===== src/rtl/wb_pkg.sv =====
// Shared Wishbone initiator types: FSM state encoding, default bus widths and the request bundle.
package wb_pkg;

    localparam int WB_AW = 30;
    localparam int WB_DW = 32;

    typedef enum logic [1:0] {
        IDLE     = 2'd0,
        REQUEST  = 2'd1,
        WAIT_ACK = 2'd2
    } wb_state_t;

    typedef struct packed {
        logic                 we;
        logic [WB_AW-1:0]     addr;
        logic [WB_DW-1:0]     data;
        logic [WB_DW/8-1:0]   sel;
    } wb_req_t;

endpackage


===== src/rtl/wb_simple_master.sv =====
// Single-outstanding Wishbone B4 pipelined initiator: one valid/ready command in, one response pulse out.
// Optional bus watchdog compiled in with WB_SIMPLE_MASTER_TIMEOUT_EN.
module wb_simple_master
    import wb_pkg::*;
#(
    parameter int AW             = WB_AW,
    parameter int DW             = WB_DW,
    parameter int TIMEOUT_CYCLES = 255
) (
    input  logic            i_clk,
    input  logic            i_reset,
    input  logic            i_req_valid,
    output logic            o_req_ready,
    input  logic            i_req_we,
    input  logic [AW-1:0]   i_req_addr,
    input  logic [DW-1:0]   i_req_data,
    input  logic [DW/8-1:0] i_req_sel,
    output logic            o_rsp_valid,
    output logic [DW-1:0]   o_rsp_data,
    output logic            o_rsp_err,
    output logic            o_wb_cyc,
    output logic            o_wb_stb,
    output logic            o_wb_we,
    output logic [AW-1:0]   o_wb_addr,
    output logic [DW-1:0]   o_wb_data,
    output logic [DW/8-1:0] o_wb_sel,
    input  logic            i_wb_ack,
    input  logic            i_wb_stall,
    input  logic            i_wb_err,
    input  logic [DW-1:0]   i_wb_data
);

    wb_state_t state;
    logic      timeout;

    assign o_req_ready = (state == IDLE);

`ifdef WB_SIMPLE_MASTER_TIMEOUT_EN
    localparam int TO_W = (TIMEOUT_CYCLES > 255) ? $clog2(TIMEOUT_CYCLES + 1) : 8;

    logic [TO_W-1:0] to_cnt;

    // Held at zero while idle, so it restarts from zero on every accepted command.
    always_ff @(posedge i_clk or posedge i_reset) begin
        if (i_reset)
            to_cnt <= '0;
        else if (state == IDLE)
            to_cnt <= '0;
        else
            to_cnt <= to_cnt + 1'b1;
    end

    // Fires on the edge where the count would reach the limit.
    assign timeout = (state != IDLE) && (to_cnt == TO_W'(TIMEOUT_CYCLES - 1));
`else
    // Without the watchdog the limit is irrelevant and the bus waits forever.
    assign timeout = 1'b0 && (TIMEOUT_CYCLES < 2);
`endif

    always_ff @(posedge i_clk or posedge i_reset) begin
        if (i_reset) begin
            state       <= IDLE;
            o_wb_cyc    <= 1'b0;
            o_wb_stb    <= 1'b0;
            o_wb_we     <= 1'b0;
            o_wb_addr   <= '0;
            o_wb_data   <= '0;
            o_wb_sel    <= '0;
            o_rsp_valid <= 1'b0;
            o_rsp_data  <= '0;
            o_rsp_err   <= 1'b0;
        end else begin
            o_rsp_valid <= 1'b0;
            o_rsp_err   <= 1'b0;
            o_rsp_data  <= '0;
            case (state)
                IDLE: begin
                    if (i_req_valid) begin
                        o_wb_cyc  <= 1'b1;
                        o_wb_stb  <= 1'b1;
                        o_wb_we   <= i_req_we;
                        o_wb_addr <= i_req_addr;
                        o_wb_data <= i_req_data;
                        o_wb_sel  <= i_req_sel;
                        state     <= REQUEST;
                    end
                end
                REQUEST: begin
                    // Slave ack/err while stb is still up is a protocol violation and ignored.
                    if (timeout) begin
                        o_wb_cyc    <= 1'b0;
                        o_wb_stb    <= 1'b0;
                        o_rsp_valid <= 1'b1;
                        o_rsp_err   <= 1'b1;
                        state       <= IDLE;
                    end else if (!i_wb_stall) begin
                        o_wb_stb <= 1'b0;
                        state    <= WAIT_ACK;
                    end
                end
                WAIT_ACK: begin
                    if (i_wb_err) begin
                        o_wb_cyc    <= 1'b0;
                        o_rsp_valid <= 1'b1;
                        o_rsp_err   <= 1'b1;
                        state       <= IDLE;
                    end else if (i_wb_ack) begin
                        o_wb_cyc    <= 1'b0;
                        o_rsp_valid <= 1'b1;
                        o_rsp_data  <= o_wb_we ? '0 : i_wb_data;
                        state       <= IDLE;
                    end else if (timeout) begin
                        o_wb_cyc    <= 1'b0;
                        o_rsp_valid <= 1'b1;
                        o_rsp_err   <= 1'b1;
                        state       <= IDLE;
                    end
                end
                default: begin
                    o_wb_cyc <= 1'b0;
                    o_wb_stb <= 1'b0;
                    state    <= IDLE;
                end
            endcase
        end
    end

endmodule


===== config.mk =====
export PLATFORM = sky130hd
export DESIGN_NAME = wb_simple_master
export DESIGN_NICKNAME = d
export VERILOG_FILES = /design/src/rtl/wb_pkg.sv /design/src/rtl/wb_simple_master.sv
export SDC_FILE = /design/constraint.sdc
export NUM_CORES = 1
export LEC_CHECK = 0
export BUFFER_PORTS_ARGS = -buffer_cell sky130_fd_sc_hd__buf_2
export CELL_PAD_IN_SITES_DETAIL_PLACEMENT = 0
export CELL_PAD_IN_SITES_GLOBAL_PLACEMENT = 2
export CORE_AREA = 2 2 127 129
export CTS_CLUSTER_SIZE = 16
export DETAILED_ROUTE_END_ITERATION = 10
export DIE_AREA = 0 0 129 131
export PLACE_DENSITY_LB_ADDON = 0.1
export SLEW_MARGIN = 20
export SYNTH_ARGS = -nofsm -noshare
export SYNTH_HDL_FRONTEND = slang
export SYNTH_SLANG_ARGS = --single-unit
export TNS_END_PERCENT = 100

===== constraint.sdc =====
create_clock -name i_clk -period 3.45 [get_ports i_clk]
set_clock_uncertainty 0.1 [all_clocks]
set_input_delay 0.69 -clock i_clk [delete_from_list [all_inputs] [get_ports i_clk]]
set_output_delay 0.69 -clock i_clk [all_outputs]
set_load 0.05 [all_outputs]

==> flow_summary.toml, run 1 <==
[grt]
gr-usage-all-layers_pct = 11.0
grt_pass1_vias = 2562
antenna_found_initial = 0
grt_max_degree = 106
grt_pass1_wl_um = 13900
grt_overflow = 0

[setup_path]
crit_chain = "nor2_1 -> buf_2"
critPathMaxFanout = 7
critPathKind = "reg -> out"
crit_arrival_ps = 1260
cp_num_buf_inv = 1
cp_slowest_cell = "dfrtp_1"
critPathMaxStageDelay_ps = 500
cpLargestDelayFamily = "flip-flops"
end_kind = "output pin"
crit_required_ps = 2660
startpoint_type = "register"

[final_layout]
antenna_cells = 0
stdcell_count = 666
finalNetCount = 551
syn2layout_area_growth_pct = 40.1
final_util_pct = 35.4
drive_gt1_share_pct = 66.0

[die]
start_util_pct = 25.2
ios = 209
dieArea_um2 = 16900
die_w_um = 129
die_y_um = 131
num_rows = 46
coreArea_um2 = 15600

[timing]
finalHoldViolCount = 0
relSlewSlack_pct = 44.0
tns_ps = 0
fin_crit_sh_pct = 59.4
period_minus_slack_ps = 2050
fmax_mhz = 488
setup_viol_count_final = 0
drv_slew = 0
rsz0062_at_grt = "false"
whs_ps = 387
worst_slew_pin_slew_ps = 840

[yosys]
synth_cell_types = 21
synth_top_area_cell = "dfrtp_1"
netlist_area_um2 = 3940
async_reset_ff_share_pct = 100
synth_cells = 235
syn_nets = 340
avgSynthCellArea_um2 = 16.8
synthTopCellsByCount = "dfrtp_1, mux2_2, and2_1"
ys_seq_area_share_pct = 66.7
synthFlopType = "dfrtp_1"
synth_edf_count = 0
synth_top_area_share_pct = 66.7
synth-seq-cells = 105
yosys.cell_count.top_type = "dfrtp_1"
yosysWarnings = 0
yosys-top-cells-area = "dfrtp_1, mux2_4, mux2_2"

[drt]
avgViaCountPerCell = 3.90
post-route-drc-count = 0
drt_iter0_markers = 121
antenna_left = 0
routed_wl_um = 9470
dr.pass1.iters = 4
wl_per_cell_um = 14.2
vias = 2598

[pwr]
p_leak_nw = 2.88
p_seq_share_pct = 35.0
netSwitchingPower_mw = 1.97
vdd_drop_max_mv = 0.311
internal-power_mw = 2.81
pwr-share-comb_pct = 40.3
power_density_nw_per_um2 = 866
clkPwrFrac_pct = 24.7
swShare_pct = 41.2

[cts]
cts_resized = 0
path_clk_slew_ps = 70
postCtsSetupBuffers = 0
clock-sinks = 105
htree_levels = 3
cts-root-buf = "clkbuf_16"
clkLatencyLatePin_ps = 350
cts_hold_buffers = 0
cts_buffer_depth = 2
cts_inserted_buffers = 9
tritoncts = "built"

[place]
place_inst = 651
portBuffers = 208
gp_congestion = 0.693
dp_hpwl_um = 6630

[run]
drv_cap = 0

[min_path]
hold_path_class = "in -> async"

[status]
status = "finished clean"
## cells by family after synthesis
kind of cell,count (synthesis),synth area share [%]
DFF,105,66.7
muxes,68,22.3
and+or+nand+nor,45,7.21
buffers and inverters,13,3.11
AOI/OAI and AO/OA,4,0.667
## state kept, by name (all words and copies together) (netlist names)
name / count
o_rsp_data: 32
o_rsp_err: 1
o_rsp_valid: 1
o_wb_addr: 30
o_wb_cyc: 1
o_wb_data: 32
o_wb_sel: 4
o_wb_stb: 1
o_wb_we: 1
state: 2
## area by class of cell
| cell class | instances | area [µm²] |
|---|---|---|
| clock inverter | 5 | 104 |
| timing repair buffer | 211 | 1080 |
| inverter | 2 | 11.3 |
| sequential | 105 | 2630 |
| fill | 1556 | 10100 |
| multi-input combinational | 117 | 1190 |
| clock buffer | 10 | 239 |
| tap | 216 | 270 |
## power groups by stage
stage / registers (mW) / clock network (mW) / logic, mW
finish: 1.67 / 1.18 / 1.93
global route: 1.71 / 1.29 / 2.01
CTS: 1.67 / 1.24 / 1.95
detailed placement: 1.70 / 0 / 1.95
global placement: 1.69 / 0 / 1.94
floorplan: 2.71 / 0 / 0.484
## per-stage QoR
step / setup WS [ps] / cell area [µm²] / total power, mW
floorplan: 1400 / 3940 / 3.20
global placement: 1210 / 5170 / 3.63
detailed placement: 1160 / 5170 / 3.64
CTS: 1370 / 5520 / 4.86
global route: 1330 / 5520 / 5.01
finish: 1400 / 5520 / 4.78
## cell usage in the layout, fill, tap and decap left out
| cell type | instances |
|---|---|
| buf_2 | 208 |
| dfrtp_1 | 105 |
| mux2_2 | 37 |
| and2_1 | 32 |
| mux2_4 | 30 |
| clkbuf_16 | 9 |
| nor2_1 | 6 |
| bufinv_16 | 3 |
| nor2b_4 | 2 |
| o22ai_1 | 2 |
| buf_4 | 2 |
| nor2b_2 | 1 |
| and4_1 | 1 |
| and3_1 | 1 |
| nor2b_1 | 1 |
| clkinvlp_4 | 1 |
| a22o_1 | 1 |
| nand2_1 | 1 |
| inv_1 | 1 |
| a21oi_1 | 1 |
| mux2i_1 | 1 |
| clkinv_2 | 1 |
| clkinv_4 | 1 |
| clkbuf_8 | 1 |
| buf_12 | 1 |
## worst reg2reg max path, delay by kind of cell, from the launching register on
kind          cells  cell delay (ps)
buf+inv           1              490
mux               1              440
simple gates      2              360
flops             1              460
## per-layer routing
layer	vias up	global-route usage (%)	part of all wire [%]
met3	10	6.92	13
met2	140	15.8	45
met1	1245	13.2	41
met4	0	4.60	1.5
li1	1203	-	-
met5	-	0	0
## worst paths after layout
check,start,end,slack (ps),depth (start not counted)
max,state[0]$_DFFE_PP0P_,o_req_ready,1400,2
min,i_reset,o_wb_data[17]$_DFFE_PP0P_,390,3
max reg2reg,state[1]$_DFFE_PP0P_,o_wb_data[28]$_DFFE_PP0P_,1490,4
min reg2reg,o_wb_sel[0]$_DFFE_PP0P_,o_wb_sel[0]$_DFFE_PP0P_,400,1
max in group asynchronous,i_reset,o_wb_addr[17]$_DFFE_PP0P_,2420,3
min in group i_clk,o_wb_sel[0]$_DFFE_PP0P_,o_wb_sel[0]$_DFFE_PP0P_,400,1
Power figures use the tool's default switching activity.
==> run 2: changes to the inputs <==
clock period = 1.8 ns   (was 3.45 ns; I/O delays follow)
==> flow_summary.toml, run 2 (synthesis results as in run 1) <==
[status]
status = "finished clean"

[drt]
post-route-drc-count = 0
antenna_left = 0
wl_met1_um = 3700
drt_iter0_markers = 80
wl_met3_um = 1160
routed_wl_um = 9200
wl_met2_um = 4150
avgViaCountPerCell = 3.89
vias = 2603
wl_per_cell_um = 13.7
top_layer = "met5"
dr.pass1.iters = 4

[final_layout]
antenna_cells = 0
num-fill-cells = 1567
multi_input_area_um2 = 1190
finalNetCount = 553
largestRegisters = "o_rsp_data x32, o_wb_data x32, o_wb_addr x30"
syn2layout_area_growth_pct = 40.2
mostFrequentLayoutCell = "buf_2"
drive_gt1_share_pct = 66.4
seq_area_um2 = 2630
mostFrequentLayoutCells = "buf_2, dfrtp_1, mux2_2"
final_util_pct = 35.4

[timing]
finalHoldViolCount = 0
period_minus_slack_ps = 1700
fmax_mhz = 588
worst_slew_pin_slew_ps = 567
drv_slew = 0
tns_ps = 0
fin_crit_sh_pct = 94.5
whs_ps = 74.7
relSlewSlack_pct = 62.2
setup_viol_count_final = 0
rsz0062_at_grt = "false"
layout_setup_ws_ps = 98.8

[setup_path]
crit_required_ps = 1930
crit_arrival_ps = 1830
startpoint_type = "register"
critPathMaxFanout = 50
end_kind = "register"
critPathKind = "reg -> reg"

[pwr]
p_leak_nw = 2.89
vdd_drop_max_mv = 0.498
power_density_nw_per_um2 = 1630

[grt]
grt_overflow = 0
grt_max_degree = 106
antenna_found_initial = 1
gr-usage-all-layers_pct = 11.0
grt_pass1_vias = 2646
grt_pass1_wl_um = 13800

[cts]
htree_levels = 3
cts_inserted_buffers = 9
path_clk_slew_ps = 70
cts_buffer_depth = 2
tritoncts = "built"
cts_resized = 0
postCtsSetupBuffers = 0
clkLatencyLatePin_ps = 350
clock-sinks = 105
cts-root-buf = "clkbuf_16"
cts_hold_buffers = 0

[die]
die_y_um = 131
num_rows = 46
ios = 209
dieArea_um2 = 16900
start_util_pct = 25.2
coreArea_um2 = 15600
die_w_um = 129

[place]
portBuffers = 208
post-place-ws_ps = 22.0
dp_hpwl_um = 6450
gp_congestion = 0.690

[run]
drv_cap = 0

[min_path]
hold_path_class = "in -> async"
[run 2: worst paths after layout]
check                                          startpoint                         to  slack, ps  cells past startpoint
worst max-delay path                 state[1]$_DFFE_PP0P_  o_wb_data[24]$_DFFE_PP0P_        100                      4
worst min-delay path                              i_reset  o_wb_data[17]$_DFFE_PP0P_         70                      3
worst max register to register       state[1]$_DFFE_PP0P_  o_wb_data[24]$_DFFE_PP0P_        100                      4
worst min register to register  o_wb_data[26]$_DFFE_PP0P_  o_wb_data[26]$_DFFE_PP0P_        400                      1
max in group asynchronous                         i_reset       state[0]$_DFFE_PP0P_       1110                      3
min in group i_clk                          i_wb_data[13]   o_rsp_data[13]$_DFF_PP0_        110                      2
[run 2: metal layers]
layer / track usage (%) / vias to the layer above
li1: - / 1208
met1: 12.8 / 1245
met2: 16.0 / 134
met3: 6.84 / 14
met4: 4.99 / 2
met5: 0 / -
[run 2: where the power goes]
part	total, mW	internal, mW	leakage (nW)	switching (mW)
Clock	2.12	1.22	0.160	0.893
Combinational	3.70	1.10	1.43	2.61
Sequential	3.20	2.92	1.30	0.284
Total	9.02	5.23	2.89	3.79
[run 2: per-stage QoR]
stage / std cells / total power [mW] / area, µm²
2_1_floorplan: 235 / 6.13 / 3940
3_3_place_gp: 653 / 6.98 / 5200
3_5_place_dp: 653 / 6.98 / 5200
4_1_cts: 669 / 9.17 / 5520
5_1_grt: 669 / 9.47 / 5520
6_report: 669 / 9.02 / 5520
[run 2: worst max-delay path: stages, from the launching register on]
cell	delay, ps
dfrtp_1	380
nor2b_2	170
nor2b_4	200
buf_12	280
mux2_2	390
[run 2: layout make-up]
cell class                      instances  share of cell area (%)
Clock buffer                            9                    4.08
Clock inverter                          7                    1.68
Inverter                                2                   0.204
Multi-Input combinational cell        117                    21.5
Sequential cell                       105                    47.6
Tap cell                              216                    4.89
Timing Repair Buffer                  213                    20.0
